===== config.mk =====
export PLATFORM = sky130hd
export DESIGN_NAME = apb_reg_completer
export DESIGN_NICKNAME = d
export VERILOG_FILES = /design/src/rtl/apb_reg_completer.sv
export SDC_FILE = /design/constraint.sdc
export NUM_CORES = 1
export LEC_CHECK = 0
export BUFFER_PORTS_ARGS = -buffer_cell sky130_fd_sc_hd__buf_2
export CORE_MARGIN = 2
export CORE_UTILIZATION = 57
export DETAILED_ROUTE_END_ITERATION = 6
export GPL_TIMING_DRIVEN = 0
export HOLD_SLACK_MARGIN = 0.05
export MAX_ROUTING_LAYER = met4
export PLACE_DENSITY = 0.85
export SLEW_MARGIN = 20
export SYNTH_ARGS = -nofsm -noshare
export SYNTH_HDL_FRONTEND = slang
export SYNTH_SLANG_ARGS = --single-unit

===== constraint.sdc =====
create_clock -name pclk_i -period 11.5 [get_ports pclk_i]
set_input_delay 2.3 -clock pclk_i [delete_from_list [all_inputs] [get_ports pclk_i]]
set_output_delay 2.3 -clock pclk_i [all_outputs]
set_load 0.03 [all_outputs]

===== src/rtl/apb_reg_completer.sv =====
// APB completer terminating the bus in a bank of software-visible registers.
// Per-transfer wait states; an error is returned for unmapped or misaligned addresses.
// Optional byte strobes: define APB_REG_COMPLETER_STRB_EN.
module apb_reg_completer #(
  parameter int unsigned          AddrWidth = 32,
  parameter int unsigned          DataWidth = 32,
  parameter int unsigned          NumRegs   = 8,
  parameter logic [AddrWidth-1:0] BaseAddr  = '0
) (
  input  logic                           pclk_i,
  input  logic                           preset_ni,
  input  logic [AddrWidth-1:0]           paddr_i,
  input  logic                           psel_i,
  input  logic                           penable_i,
  input  logic                           pwrite_i,
  input  logic [DataWidth-1:0]           pwdata_i,
`ifdef APB_REG_COMPLETER_STRB_EN
  input  logic [DataWidth/8-1:0]         pstrb_i,
`endif
  input  logic [3:0]                     wait_cycles_i,
  output logic                           pready_o,
  output logic [DataWidth-1:0]           prdata_o,
  output logic                           pslverr_o,
  output logic [NumRegs*DataWidth-1:0]   regs_o
);

  localparam int unsigned NumBytes = DataWidth / 8;
  localparam int unsigned IdxW     = (NumRegs > 1) ? $clog2(NumRegs) : 1;

  typedef enum logic {IDLE, ACCESS} state_e;

  state_e               state_q;
  logic [3:0]           cnt_q;
  logic                 valid_q;
  logic                 write_q;
  logic [IdxW-1:0]      idx_q;
  logic [DataWidth-1:0] regs_q [NumRegs];

  // Address decode of the current bus address.
  logic [AddrWidth-1:0] off_c;
  logic                 valid_c;
  logic [IdxW-1:0]      idx_c;

  assign off_c   = paddr_i - BaseAddr;
  assign valid_c = (paddr_i >= BaseAddr)
                && ((off_c % AddrWidth'(NumBytes)) == '0)
                && ((off_c / AddrWidth'(NumBytes)) < AddrWidth'(NumRegs));
  assign idx_c   = IdxW'(off_c / AddrWidth'(NumBytes));

  // Response source: live decode for zero-wait setups, latched decode in ACCESS.
  logic                 rsp_valid_c;
  logic                 rsp_write_c;
  logic [IdxW-1:0]      rsp_idx_c;
  logic [DataWidth-1:0] rsp_rdata_c;

  always_comb begin
    rsp_valid_c = valid_q;
    rsp_write_c = write_q;
    rsp_idx_c   = idx_q;
    if (state_q == IDLE) begin
      rsp_valid_c = valid_c;
      rsp_write_c = pwrite_i;
      rsp_idx_c   = idx_c;
    end
    rsp_rdata_c = '0;
    if (rsp_valid_c && !rsp_write_c) begin
      rsp_rdata_c = regs_q[rsp_idx_c];
    end
  end

  // Bit-level write enable derived from the byte strobes.
  logic [DataWidth-1:0] wmask_c;

  always_comb begin
    wmask_c = '1;
`ifdef APB_REG_COMPLETER_STRB_EN
    for (int unsigned b = 0; b < NumBytes; b++) begin
      wmask_c[b*8 +: 8] = {8{pstrb_i[b]}};
    end
`endif
  end

  always_ff @(posedge pclk_i) begin
    if (!preset_ni) begin
      state_q   <= IDLE;
      cnt_q     <= '0;
      valid_q   <= 1'b0;
      write_q   <= 1'b0;
      idx_q     <= '0;
      pready_o  <= 1'b0;
      prdata_o  <= '0;
      pslverr_o <= 1'b0;
      for (int unsigned i = 0; i < NumRegs; i++) begin
        regs_q[i] <= '0;
      end
    end else begin
      case (state_q)
        IDLE: begin
          if (psel_i && !penable_i) begin
            valid_q <= valid_c;
            write_q <= pwrite_i;
            idx_q   <= idx_c;
            cnt_q   <= wait_cycles_i;
            state_q <= ACCESS;
            if (wait_cycles_i == 4'd0) begin
              pready_o  <= 1'b1;
              prdata_o  <= rsp_rdata_c;
              pslverr_o <= !valid_c;
            end
          end
        end
        ACCESS: begin
          if (!psel_i) begin
            // Aborted transfer: drop the response, nothing commits.
            state_q   <= IDLE;
            cnt_q     <= '0;
            pready_o  <= 1'b0;
            prdata_o  <= '0;
            pslverr_o <= 1'b0;
          end else if (penable_i) begin
            if (pready_o) begin
              state_q   <= IDLE;
              pready_o  <= 1'b0;
              prdata_o  <= '0;
              pslverr_o <= 1'b0;
              if (write_q && valid_q) begin
                regs_q[idx_q] <= (regs_q[idx_q] & ~wmask_c) | (pwdata_i & wmask_c);
              end
            end else begin
              cnt_q <= cnt_q - 4'd1;
              if (cnt_q == 4'd1) begin
                pready_o  <= 1'b1;
                prdata_o  <= rsp_rdata_c;
                pslverr_o <= !valid_q;
              end
            end
          end
        end
        default: state_q <= IDLE;
      endcase
    end
  end

  for (genvar i = 0; i < NumRegs; i++) begin : g_regs_o
    assign regs_o[i*DataWidth +: DataWidth] = regs_q[i];
  end

endmodule


# --- After elaboration in Yosys (flattened, before gate mapping) ---
# Memory sizes are Yosys's and may differ from the RTL's.
# Index checks and enable logic that the tools add are counted.
totals:
  register_bits: 44
  ramBits: 256
  inputBits: 73
  out_inout_bits: 290
  word_cells: 81
  mem_count: 1
op_classes:
  add_sub_neg: 1
  n_lt_le_gt_ge: 2
  n_eq_ne: 6
  muxes: 46
  n_bitwise: 1
  n_reduce_logical: 16
mem_list:
  columns: ["name", "words", "width", "read_ports", "rd_clocked_by_memory_dff", "write_ports", "line", "rtl"]
  rows:
  - ["regs_q", 8, 32, 9, 0, 8, "37", "logic [DataWidth-1:0] regs_q [NumRegs];"]
op_table:
  columns: ["operator", "n"]
  rows:
  - ["two-way mux 32 bit", 8]
  - ["case mux 32 bit (2 select lines)", 1]
  - ["greater-or-equal comparator 32 x 1 -> 1 bit, second input constant", 1]
  - ["zero test 32 bit", 1]
  - ["OR reduction 32 bit", 1]
  - ["less-than comparator 30 x 4 -> 1 bit, second input constant", 1]
  - ["two-way mux 1 bit", 27]
  - ["two-way mux 4 bit", 4]
  - ["case mux 4 bit (2 select lines)", 1]
  - ["two-way mux 3 bit", 2]
  - ["inequality test 3 bit, second input constant", 2]
  - ["case mux 1 bit (2 select lines)", 3]
  - ["AND reduction 3 bit", 2]
  - ["logical AND 1 bit", 5]
  - ["equality test 4 x 1 -> 1 bit, second input constant", 1]
  - ["zero test 1 bit", 4]
  - ["zero test 4 bit", 1]
  - ["inequality test 2 x 1 -> 1 bit, second input constant", 2]
  - ["inequality test 4 x 3 -> 1 bit, second input constant", 1]
  - ["AND reduction 4 bit", 1]
  - ["subtractor 4 x 1 -> 4 bit, second input constant", 1]
  - ["AND reduction 2 bit", 1]
  - ["NOT 1 bit", 1]

# --- Longest topological paths before layout ---
# Gate-level depths: netlist (run 1).
depth:
  ltp_word: 11
  mapped_depth: 8
  mapped_depth_nobuf: 7

# --- Worst setup path after synthesis (run 1) ---
# No wires, ideal clock.
synth_path:
  kind: "input to register"
  startpoint: "in psel_i"
  endpoint: "mem regs_q[6][0] (enable)"
  setup_time_ns: 0.466
  t_arrival_ns: 5.064
  required_time_ns: 11.034
  path_slack_ns: 5.970
  cell_stages: 4
  path_buffers: 0
  cell_sequence: "nand2_2 > nor3_2 > nand2b_1 > o21ai_0"
synth_lines:
  columns: ["item", "line", "rtl"]
  rows:
  - ["start: declaration", "13", "input logic psel_i,"]
  - ["end: declaration", "37", null]

==> results by group, run 1 <==
Drt
  – Routed Antenna Nets: 0
  – Iter 0 DRT Violations: 1351
  – Vias per cell: 5.91
  – Via count: 11500
  – Wire length per cell: 23.1 µm
  – DRC violations left: 0
  – Routed WL: 44900 µm
  – Drt pass-1 iters: 6

STA
  – Final hold vios: 0
  – Worst slew margin: 34.5%
  – Setup Skew: 0.0180 ns
  – Fmax: 0.236 GHz
  – Max Slew Vio Count: 0
  – Final critical-path share of the clock period: 36.8%
  – Min Hold Slack: 0.453 ns
  – Final Worst Setup Slack: 7.26 ns
  – Min Tclk post-route: 4.24 ns
  – Slew @ Worst Pin: 0.983 ns
  – RSZ-0062 raised after global routing: false
  – TNS Setup: 0 ns
  – Final Setup Violations: 0

Global routing
  – Total GRT Usage: 36.1%
  – Total congestion overflow: 0
  – Antenna violations before repair: 3
  – Vias in the first global route: 11100
  – First-pass GRT wire length: 64900 µm
  – Largest net degree at the start of global routing: 23

Clock tree
  – Clock tree from TritonCTS: done
  – Clock Sinks: 300
  – Latest clock arrival within the worst-skew pair: 0.56 ns
  – Root Driver: clkbuf_16
  – Cts bufs inserted: 31
  – Post-CTS Setup Repair Bufs: 0
  – Hold buffer count at cts: 0
  – CTS resizes: 0
  – H-tree Lvls: 1
  – CTS Buffer Depth: 3
  – Clock transition at the registers of the reported paths: 0.06 ns

Run status
  – Status: completed

Die
  – IO Pins: 363
  – Die Y: 159 µm
  – # rows: 56
  – Die width: 159 µm
  – Initial Util: 58.0%
  – Core area: 23500 µm²
  – Die area: 25200 µm²

Yosys
  – Synth area leader: edfxtp_1
  – Async set-reset flop share out of synthesis: 0%
  – Cells after Synth: 1194
  – Register area share after synthesis: 62.9%
  – Yosys warning total: 0
  – Number of synthesized flops with an enable pin: 256
  – Post-synth net total: 1272
  – Main area contributors after synthesis: edfxtp_1, and2_1, nand2_1
  – Number of synthesized register bits: 300
  – Unique masters post-synth: 46
  – Syn avg cell area: 11.4 µm²
  – Synth top area share: 56.4%
  – Synthesized area: 13600 µm²
  – Ys flop type: edfxtp_1

Critical path
  – Crit-path most repeated cell: nor3_2
  – Worst path cell trace: buf_2, nand2_2, nor3_2, nand2b_1, nor3_2, nand2b_2, buf_12
  – CP Capture Type: flop
  – Critical Path AT: 4.48 ns
  – Crit-path max FO: 19
  – Worst path slowest cell: nor3_2
  – Reg2Reg Depth: 7
  – WP data required: 11.75 ns
  – Crit path kind: in -> reg
  – Crit path largest cell delay: 0.55 ns
  – Setup crit start kind: input port

Power and ir drop
  – Max VDD drop: 0.127 mV
  – LEAKAGE: 7.27 nW
  – Tot Pwr: 2.47 mW
  – PwrDens: 144 nW/µm²

Placed design
  – GPL Wtd Cong: 0.888
  – Pre-CTS setup slack: 6.73 ns
  – HPWL after DPL: 32000 µm
  – Port-buffer cells: 362

Finish
  – Layout cells sized above 1: 31.3%
  – FF/Latch Area: 8570 µm²
  – Area grow syn2layout: 25.8%
  – Fin nets: 1679
  – Fill cells: 1611
  – Area taken by multi-input logic gates: 4720 µm²

Worst hold path
  – Hold depth: 2
  – Type of the worst min-delay path: reg -> reg

Flow run
  – Max_cap viols: 0
## cell usage after synthesis (2+ instances only)
cell type    n
nand2b_1     9
nor3_2       3
clkbuf_1    38
nand3_1    131
inv_1        5
nand3b_1     3
nand2_1    267
nand2_2      2
nand4_1     33
buf_6        7
o2bb2ai_4    2
buf_2       31
o2bb2ai_2   28
nor4_2       3
o21ai_0      8
mux2i_1      8
dfxtp_1     44
and2_1     257
o21ai_1      3
o211a_1      3
a21oi_1      3
nor2_1      11
nor2b_1      6
ha_1         5
nor3_1       3
nor4_1       3
o2bb2ai_1    2
edfxtp_1   256
and3_1       3
## sequential cells by signal, summed over array words and instances (netlist names)
name       flops
valid_q        1
idx_q          3
pslverr_o      1
regs_q       256
prdata_o      32
cnt_q          4
pready_o       1
state_q        1
write_q        1
## metrics by stage
step                instance area, µm²  cells  util, %
floorplan                        13600   1194        -
global placement                 15800   1875     67.5
detailed placement               16200   1887     69.0
CTS                              17100   1944     73.0
global route                     17100   1947     73.0
finish                           17100   1948     73.0
## path summary, 6_finish.rpt
path	startpoint	to	slack, ns
min	pslverr_o$_SDFFE_PN0P_	pslverr_o$_SDFFE_PN0P_	0.45
min reg2reg	pslverr_o$_SDFFE_PN0P_	pslverr_o$_SDFFE_PN0P_	0.45
max	psel_i	regs_q[0][30]$_SDFFCE_PN0P_	7.26
max reg2reg	state_q$_SDFF_PN0_	regs_q[0][30]$_SDFFCE_PN0P_	8.63
## where the power goes
group,internal (mW),leakage (nW),total (mW),switching (mW)
clock network,0.538,0.466,0.948,0.410
logic,0.0788,3.81,0.287,0.209
registers,1.21,3.00,1.23,0.0237
total,1.83,7.27,2.47,0.642
## worst max-delay path, delay by kind of cell
kind	cells	cell delay [ns]
buffers and inverters	2	0.38
AND/OR/NAND/NOR	5	1.78
## cell type report
cell class,count,area share (%)
diodes,4,0.0584
repair buffers,374,12.2
well taps,319,2.33
clock inverters,11,0.482
clock buffers,46,5.03
flip-flops and latches,300,50.0
inverters,6,0.131
multi-input cells,811,27.5
plain buffers,77,2.24
## cell usage in the layout (no fill, tap or decap), drive strengths merged, types with 3 or more instances in the layout
cell type,instances
a21oi,3
and2,257
and3,3
buf,413
clkbuf,84
clkinv,9
dfxtp,44
diode,4
edfxtp,256
ha,5
inv,7
mux2i,8
nand2,269
nand2b,9
nand3,132
nand3b,3
nand4,33
nor2,11
nor2b,6
nor3,6
nor4,6
o211a,3
o21ai,11
o2bb2ai,32
## cell families (layout without fill, tap and decap cells)
group / after synthesis / in the layout / share of synthesized area, %
and+or+nand+nor: 739 / 739 / 27.9
DFF: 300 / 300 / 62.9
buffers and inverters: 83 / 514 / 2.98
AOI/OAI and AO/OA: 57 / 57 / 5.00
muxes: 9 / 9 / 0.670
adders and majority gates: 5 / 5 / 0.459
xor gates and xnor gates: 1 / 1 / 0.0643
other: 0 / 4 / 0
## routing by layer
metal  track usage (%)  wire (µm)  up-vias
li1                  -          -     4977
met2              56.7      21200      836
met1              46.4      16500     5568
met5                 -          0        -
met3              7.10       5330      139
met4              15.1       1850        0
Power figures use the tool's default switching activity.
==> run 2: changes to the inputs <==
--- a/config.mk
+++ b/config.mk
@@ -7,12 +7,12 @@
 export LEC_CHECK = 0
 export BUFFER_PORTS_ARGS = -buffer_cell sky130_fd_sc_hd__buf_2
 export CORE_MARGIN = 2
-export CORE_UTILIZATION = 57
+export CORE_UTILIZATION = 53
 export DETAILED_ROUTE_END_ITERATION = 6
 export GPL_TIMING_DRIVEN = 0
 export HOLD_SLACK_MARGIN = 0.05
 export MAX_ROUTING_LAYER = met4
-export PLACE_DENSITY = 0.85
+export PLACE_DENSITY = 0.8
 export SLEW_MARGIN = 20
 export SYNTH_ARGS = -nofsm -noshare
 export SYNTH_HDL_FRONTEND = slang
==> constraint.sdc (replaced) <==
create_clock -name pclk_i -period 3.99 [get_ports pclk_i]
set_input_delay 0.798 -clock pclk_i [delete_from_list [all_inputs] [get_ports pclk_i]]
set_output_delay 0.798 -clock pclk_i [all_outputs]
set_load 0.03 [all_outputs]
==> run 2 against run 1 <==
Against the previous run: utilization decreased by 4.5 points; setup slack got worse by 6.2 ns; combinational power increased to 2.9 times the previous value; register-to-register slack got worse by 7.5 ns; highest routed layer unchanged.
==> results by group, run 2 (synthesis gave the netlist of run 1 again) <==
STA
  – Worst slew margin: 33.7%
  – Final critical-path share of the clock period: 72.1%
  – Fmax: 0.348 GHz
  – Final Setup Violations: 0
  – Min Tclk post-route: 2.88 ns
  – Final hold vios: 0
  – Max Slew Vio Count: 0
  – Slew @ Worst Pin: 0.995 ns
  – Setup Skew: 0.00817 ns
  – RSZ-0062 raised after global routing: false

Finish
  – Largest Register: regs_q
  – Most frequent cells in the layout: buf_2, nand2_1, and2_1
  – Core Util, Final: 68.6%
  – Final cell area excluding filler cells: 17300 µm²
  – Final std cells w/o fill: 1959
  – Fin nets: 1680
  – FF/Latch Area: 8570 µm²
  – Area grow syn2layout: 26.7%
  – Layout cells sized above 1: 31.7%
  – Largest register FFs: 256
  – Biggest regs: regs_q x256, prdata_o x32, cnt_q x4
  – Most common cell after layout, fill and taps aside: buf_2
  – Fill cells: 1809
  – Area taken by multi-input logic gates: 4720 µm²

Die
  – IO Pins: 363
  – Die width: 164 µm
  – Die Y: 164 µm
  – Initial Util: 54.1%
  – Core area: 25200 µm²
  – Die area: 27000 µm²
  – # rows: 58

Critical path
  – Reg2Reg Depth: 7
  – Worst path slowest cell: nand2b_2
  – Buf/Inv on CP: 2
  – WP depth: 7
  – FF-to-FF Start: state_q$_SDFF_PN0_
  – End of the critical path: regs_q[0][5]$_SDFFCE_PN0P_
  – Crit-path most repeated cell: nor3_2
  – Flop-to-flop setup slack: 1.11 ns
  – Crit path max-delay family: simple AND/OR/NAND/NOR gates
  – WP data required: 4.25 ns
  – Worst path cell trace: buf_4, nand2_2, nor3_2, nand2b_1, nor3_2, nand2b_2, buf_12
  – CP Capture Type: flop
  – Setup crit start kind: flop
  – Critical Path AT: 3.14 ns
  – CP startpoint: state_q$_SDFF_PN0_
  – Worst reg2reg endpoint: regs_q[0][5]$_SDFFCE_PN0P_
  – Crit-path max FO: 19
  – Crit path largest cell delay: 0.53 ns
  – Crit path kind: reg -> reg

Power and ir drop
  – Share of power burned in registers: 48.3%
  – Sw Pwr: 1.90 mW
  – Int Power: 5.46 mW
  – Clk pwr share: 40.2%
  – LEAKAGE: 7.32 nW
  – Max VDD drop: 0.406 mV
  – Switching share of total power: 25.8%
  – Comb pwr share: 11.4%
  – PwrDens: 426 nW/µm²

Global routing
  – Antenna violations before repair: 2
  – First-pass GRT wire length: 66400 µm
  – Largest net degree at the start of global routing: 22
  – Total congestion overflow: 0
  – Vias in the first global route: 11200
  – Total GRT Usage: 34.6%

Worst hold path
  – Hold wc startpoint: pslverr_o$_SDFFE_PN0P_
  – Type of the worst min-delay path: reg -> reg

Drt
  – Vias per cell: 5.74
  – Routed Antenna Nets: 0
  – Via count: 11200
  – Wire length per cell: 23.5 µm
  – Iter 0 DRT Violations: 1166
  – Routed WL: 46100 µm
  – Drt pass-1 iters: 6
  – DRC violations left: 0

Flow run
  – Max_cap viols: 0

Clock tree
  – Root Driver: clkbuf_16
  – CTS resizes: 0
  – Latest clock arrival within the worst-skew pair: 0.56 ns
  – Clock tree from TritonCTS: done
  – Clock Sinks: 300
  – Hold buffer count at cts: 0
  – CTS Buffer Depth: 3
  – Post-CTS Setup Repair Bufs: 0
  – Cts bufs inserted: 31
  – Clock transition at the registers of the reported paths: 0.07 ns
  – H-tree Lvls: 1

Run status
  – Status: completed

Placed design
  – Dpl cell area: 16200 µm²
  – Port-buffer cells: 362
  – HPWL after DPL: 32800 µm
  – Placed instance count: 1899
  – GPL Wtd Cong: 0.889
## run 2: stage by stage
step / hold slack (ns) / total power, mW / setup TNS, ns / setup WS (ns)
2_1_floorplan: 0.495 / 4.09 / -6.71 / -0.0381
3_3_place_gp: 0.439 / 4.40 / -471.40 / -2.56
3_5_place_dp: 0.448 / 4.45 / 0 / 0.686
4_1_cts: 0.460 / 7.35 / 0 / 1.11
5_1_grt: 0.475 / 7.54 / 0 / 0.942
6_report: 0.455 / 7.36 / 0 / 1.11
## run 2: cell type report
class	instances	area share [%]
diodes	2	0.0290
plain buffers	77	2.22
clock buffers	39	4.84
clock inverters	19	1.21
inverters	6	0.130
multi-input cells	811	27.4
flip-flops and latches	300	49.6
well taps	330	2.39
repair buffers	375	12.2
## run 2: tightest hold or removal path, stage by stage, from the launching register on
cell and delay, ns:
dfxtp_1 0.31, nand2_1 0.05, a21boi_1 0.05
## run 2: per-layer routing
layer / part of all wire, % / track usage [%]
met1: 38 / 43.8
met2: 47 / 54.7
met3: 11 / 7.68
met4: 3.7 / 13.5
met5: 0 / -
## run 2: how the worst min path moves through the flow
stage	to	depth (start not counted)
after floorplan	cnt_q[1]$_SDFFE_PN0P_	1
final	pslverr_o$_SDFFE_PN0P_	2
after global routing	pslverr_o$_SDFFE_PN0P_	2
after global placement	pslverr_o$_SDFFE_PN0P_	2
after CTS	pslverr_o$_SDFFE_PN0P_	2
after detailed placement	prdata_o[31]$_SDFFE_PN0P_	1
## run 2: power groups by stage
stage	Combinational [mW]	Clock, mW	Sequential [mW]
floorplan	0.287	0	3.80
global placement	0.767	0	3.64
detailed placement	0.827	0	3.62
CTS	0.832	2.96	3.55
global route	0.887	3.09	3.56
finish	0.840	2.96	3.56
==> run 3: changes to the inputs <==
--- a/config.mk
+++ b/config.mk
@@ -5,6 +5,7 @@
 export SDC_FILE = /design/constraint.sdc
 export NUM_CORES = 1
 export LEC_CHECK = 0
+export ABC_AREA = 1
 export BUFFER_PORTS_ARGS = -buffer_cell sky130_fd_sc_hd__buf_2
 export CORE_MARGIN = 2
 export CORE_UTILIZATION = 53
==> constraint.sdc (replaced) <==
create_clock -name pclk_i -period 3 [get_ports pclk_i]
set_input_delay 0.6 -clock pclk_i [delete_from_list [all_inputs] [get_ports pclk_i]]
set_output_delay 0.6 -clock pclk_i [all_outputs]
set_load 0.03 [all_outputs]
==> run 3 against run 2 <==
Against the previous run: the flow now finishes with violations (design-rule violations); register-to-register slack lost 0.98 ns; sequential power grew 33%; wire length grew 4.5%; maximum frequency grew 0.46%; combinational power grew 50%; largest cell class unchanged; die area shrank 0.83%.
==> results by group, run 3 <==
Global routing
  – Total congestion overflow: 0
  – Grt peak-use layer: met2
  – Vias in the first global route: 11900
  – M1 GR Usage: 44.7%
  – First-pass GRT wire length: 69000 µm
  – Largest net degree at the start of global routing: 25
  – M3 GR Usage: 8.13%
  – Met2 Resource Use GR: 56.8%
  – Antenna violations before repair: 1
  – Total GRT Usage: 36.1%

Worst hold path
  – Type of the worst min-delay path: in -> reg

Yosys
  – Post-Synth Adder-Cell Area: 0.463%
  – Async set-reset flop share out of synthesis: 0%
  – Syn avg cell area: 9.51 µm²
  – Post-synth net total: 1499
  – Number of synthesized flops with an enable pin: 256
  – Synth cell count leaders: nand2_1, nand3_1, nor2_1
  – Synth top area share: 56.9%
  – Register area share after synthesis: 63.4%
  – Synth Area in Compound Gates: 2.17%
  – Synth area leader: edfxtp_1
  – Simple-gate share of the synthesized area: 28.3%
  – XOR/XNOR Fraction of Synth Area: 0%
  – Number of synthesized register bits: 300
  – Most common cell in the netlist: nand2_1
  – Unique masters post-synth: 28
  – Yosys warning total: 0
  – Mux cell area share after synthesis: 0%
  – Main area contributors after synthesis: edfxtp_1, nand3_1, nand2_1
  – Ys flop type: edfxtp_1
  – Largest family of logic cells by synthesized area: simple AND/OR/NAND/NOR gates
  – Synthesized area: 13500 µm²
  – Cells after Synth: 1421

Die
  – Die width: 164 µm
  – IO Pins: 363
  – Core area: 25100 µm²
  – Initial Util: 53.8%
  – Die area: 26800 µm²
  – # rows: 58
  – Die Y: 164 µm

STA
  – Worst slew margin: 50.5%
  – Final critical-path share of the clock period: 95.4%
  – Min Tclk post-route: 2.86 ns
  – Final Setup Violations: 0
  – Final Worst Setup Slack: 0.137 ns
  – Fmax: 0.349 GHz
  – Slew @ Worst Pin: 0.740 ns
  – RSZ-0062 raised after global routing: false
  – Max Slew Vio Count: 0
  – Setup Skew: 0.0178 ns
  – Final hold vios: 0

Placed design
  – Dpl cell area: 15900 µm²
  – Port-buffer cells: 361
  – GPL Wtd Cong: 0.957
  – Pre-CTS setup slack: -0.204 ns
  – HPWL after DPL: 34600 µm

Critical path
  – CP startpoint: state_q$_SDFF_PN0_
  – End of the critical path: regs_q[1][14]$_SDFFCE_PN0P_
  – Crit path kind: reg -> reg
  – FF-to-FF Start: state_q$_SDFF_PN0_
  – CP Capture Type: flop
  – Flop-to-flop setup slack: 0.14 ns
  – WP data required: 3.28 ns
  – Crit-path max FO: 17
  – Critical Path AT: 3.14 ns
  – Reg2Reg Depth: 9
  – Worst reg2reg endpoint: regs_q[1][14]$_SDFFCE_PN0P_
  – Setup crit start kind: flop

Flow run
  – Max_cap viols: 0

Finish
  – Most frequent cells in the layout: buf_2, nand2_1, nand3_1
  – Biggest regs: regs_q x256, prdata_o x32, cnt_q x4
  – Fin nets: 1901
  – Area grow syn2layout: 25.4%
  – Fill cells: 2064
  – Layout cells sized above 1: 27.9%
  – Largest register FFs: 256
  – Final cell area excluding filler cells: 16900 µm²
  – FF/Latch Area: 8570 µm²
  – Area taken by multi-input logic gates: 4210 µm²
  – Most common cell after layout, fill and taps aside: buf_2
  – Largest Register: regs_q

Clock tree
  – CTS Buffer Depth: 3
  – H-tree Lvls: 1
  – Post-CTS Setup Repair Bufs: 0
  – Root Driver: clkbuf_16
  – Clock tree from TritonCTS: done
  – Cts bufs inserted: 31
  – Clock transition at the registers of the reported paths: 0.06 ns
  – Hold buffer count at cts: 0
  – Clock Sinks: 300
  – Latest clock arrival within the worst-skew pair: 0.58 ns
  – CTS resizes: 0

Run status
  – Failing checks: design-rule violations
  – Status: complete, but fails checks

Drt
  – Via count: 12700
  – Routed WL: 48200 µm
  – DRC violations left: 1
  – Drt pass-1 iters: 7
  – Routed Antenna Nets: 0
  – Iter 0 DRT Violations: 1946
  – Wire length per cell: 22.1 µm
  – Vias per cell: 5.85

Power and ir drop
  – Max VDD drop: 0.470 mV
  – PwrDens: 579 nW/µm²
  – LEAKAGE: 7.69 nW
-- run 3: changes by cell type after synthesis, moves of 29 or more --
cell / change
and2_1: -257
nand2_1: +38
inv_1: +53
nor2_1: +278
a21oi_1: +40
nand3_1: +163
clkbuf_1: -29
nand4_1: -32
-- run 3: cells by family after synthesis --
family / count (synthesis)
buf+inv: 153
fa+ha+maj: 5
flops: 300
compound gates: 57
simple gates: 906
-- run 3: stage by stage --
stage          TNS [ns]  total power [mW]  cells  hold WS [ns]  util [%]
5_1_grt               0              10.0   2179         0.314      67.5
3_5_place_dp      -5.11              6.05   2120         0.455      63.5
2_1_floorplan         0              5.58   1421         0.445         -
4_1_cts               0              9.77   2178         0.283      67.5
6_report              0              9.81   2179         0.302      67.5
3_3_place_gp    -173.56              6.00   2112         0.450      62.6
-- run 3: worst max-delay path: stages, from the launching register on --
cell	delay, ns
dfxtp_1	0.35
buf_6	0.16
nand2_1	0.09
nor2_1	0.11
nand4_1	0.20
nor2_2	0.24
nand2_1	0.24
buf_2	0.32
nand2_2	0.60
buf_16	0.24
-- run 3: report_power, final --
group	internal [mW]	switching, mW	total (mW)
registers	4.64	0.0928	4.74
logic	0.344	0.918	1.26
clock network	2.18	1.63	3.81
-- run 3: final cells by class --
type	count	area share, %
clock inverter	11	0.694
clock buffer	47	5.17
antenna	1	0.0148
buffer	92	3.12
tap	330	2.44
timing repair buffer	369	11.8
sequential	300	50.6
multi-input combinational	968	24.8
inverter	61	1.37
-- run 3: per-layer routing --
metal	up-vias	wire [µm]
met2	994	22500
met3	191	6150
met5	-	0
met1	5961	17200
li1	5593	-
met4	0	2420
-- run 3: how the worst min path moves through the flow --
stage / startpoint / endpoint / slack (ns) / depth (start not counted)
3_3_place_gp: prdata_o[20]$_SDFFE_PN0P_ / prdata_o[20]$_SDFFE_PN0P_ / 0.45 / 2
4_1_cts: pwrite_i / write_q$_SDFFE_PN0P_ / 0.28 / 3
2_1_floorplan: cnt_q[3]$_SDFFE_PN0P_ / cnt_q[3]$_SDFFE_PN0P_ / 0.44 / 2
3_5_place_dp: prdata_o[19]$_SDFFE_PN0P_ / prdata_o[19]$_SDFFE_PN0P_ / 0.46 / 2
5_1_grt: pwrite_i / write_q$_SDFFE_PN0P_ / 0.31 / 3
6_report: pwrite_i / write_q$_SDFFE_PN0P_ / 0.30 / 3
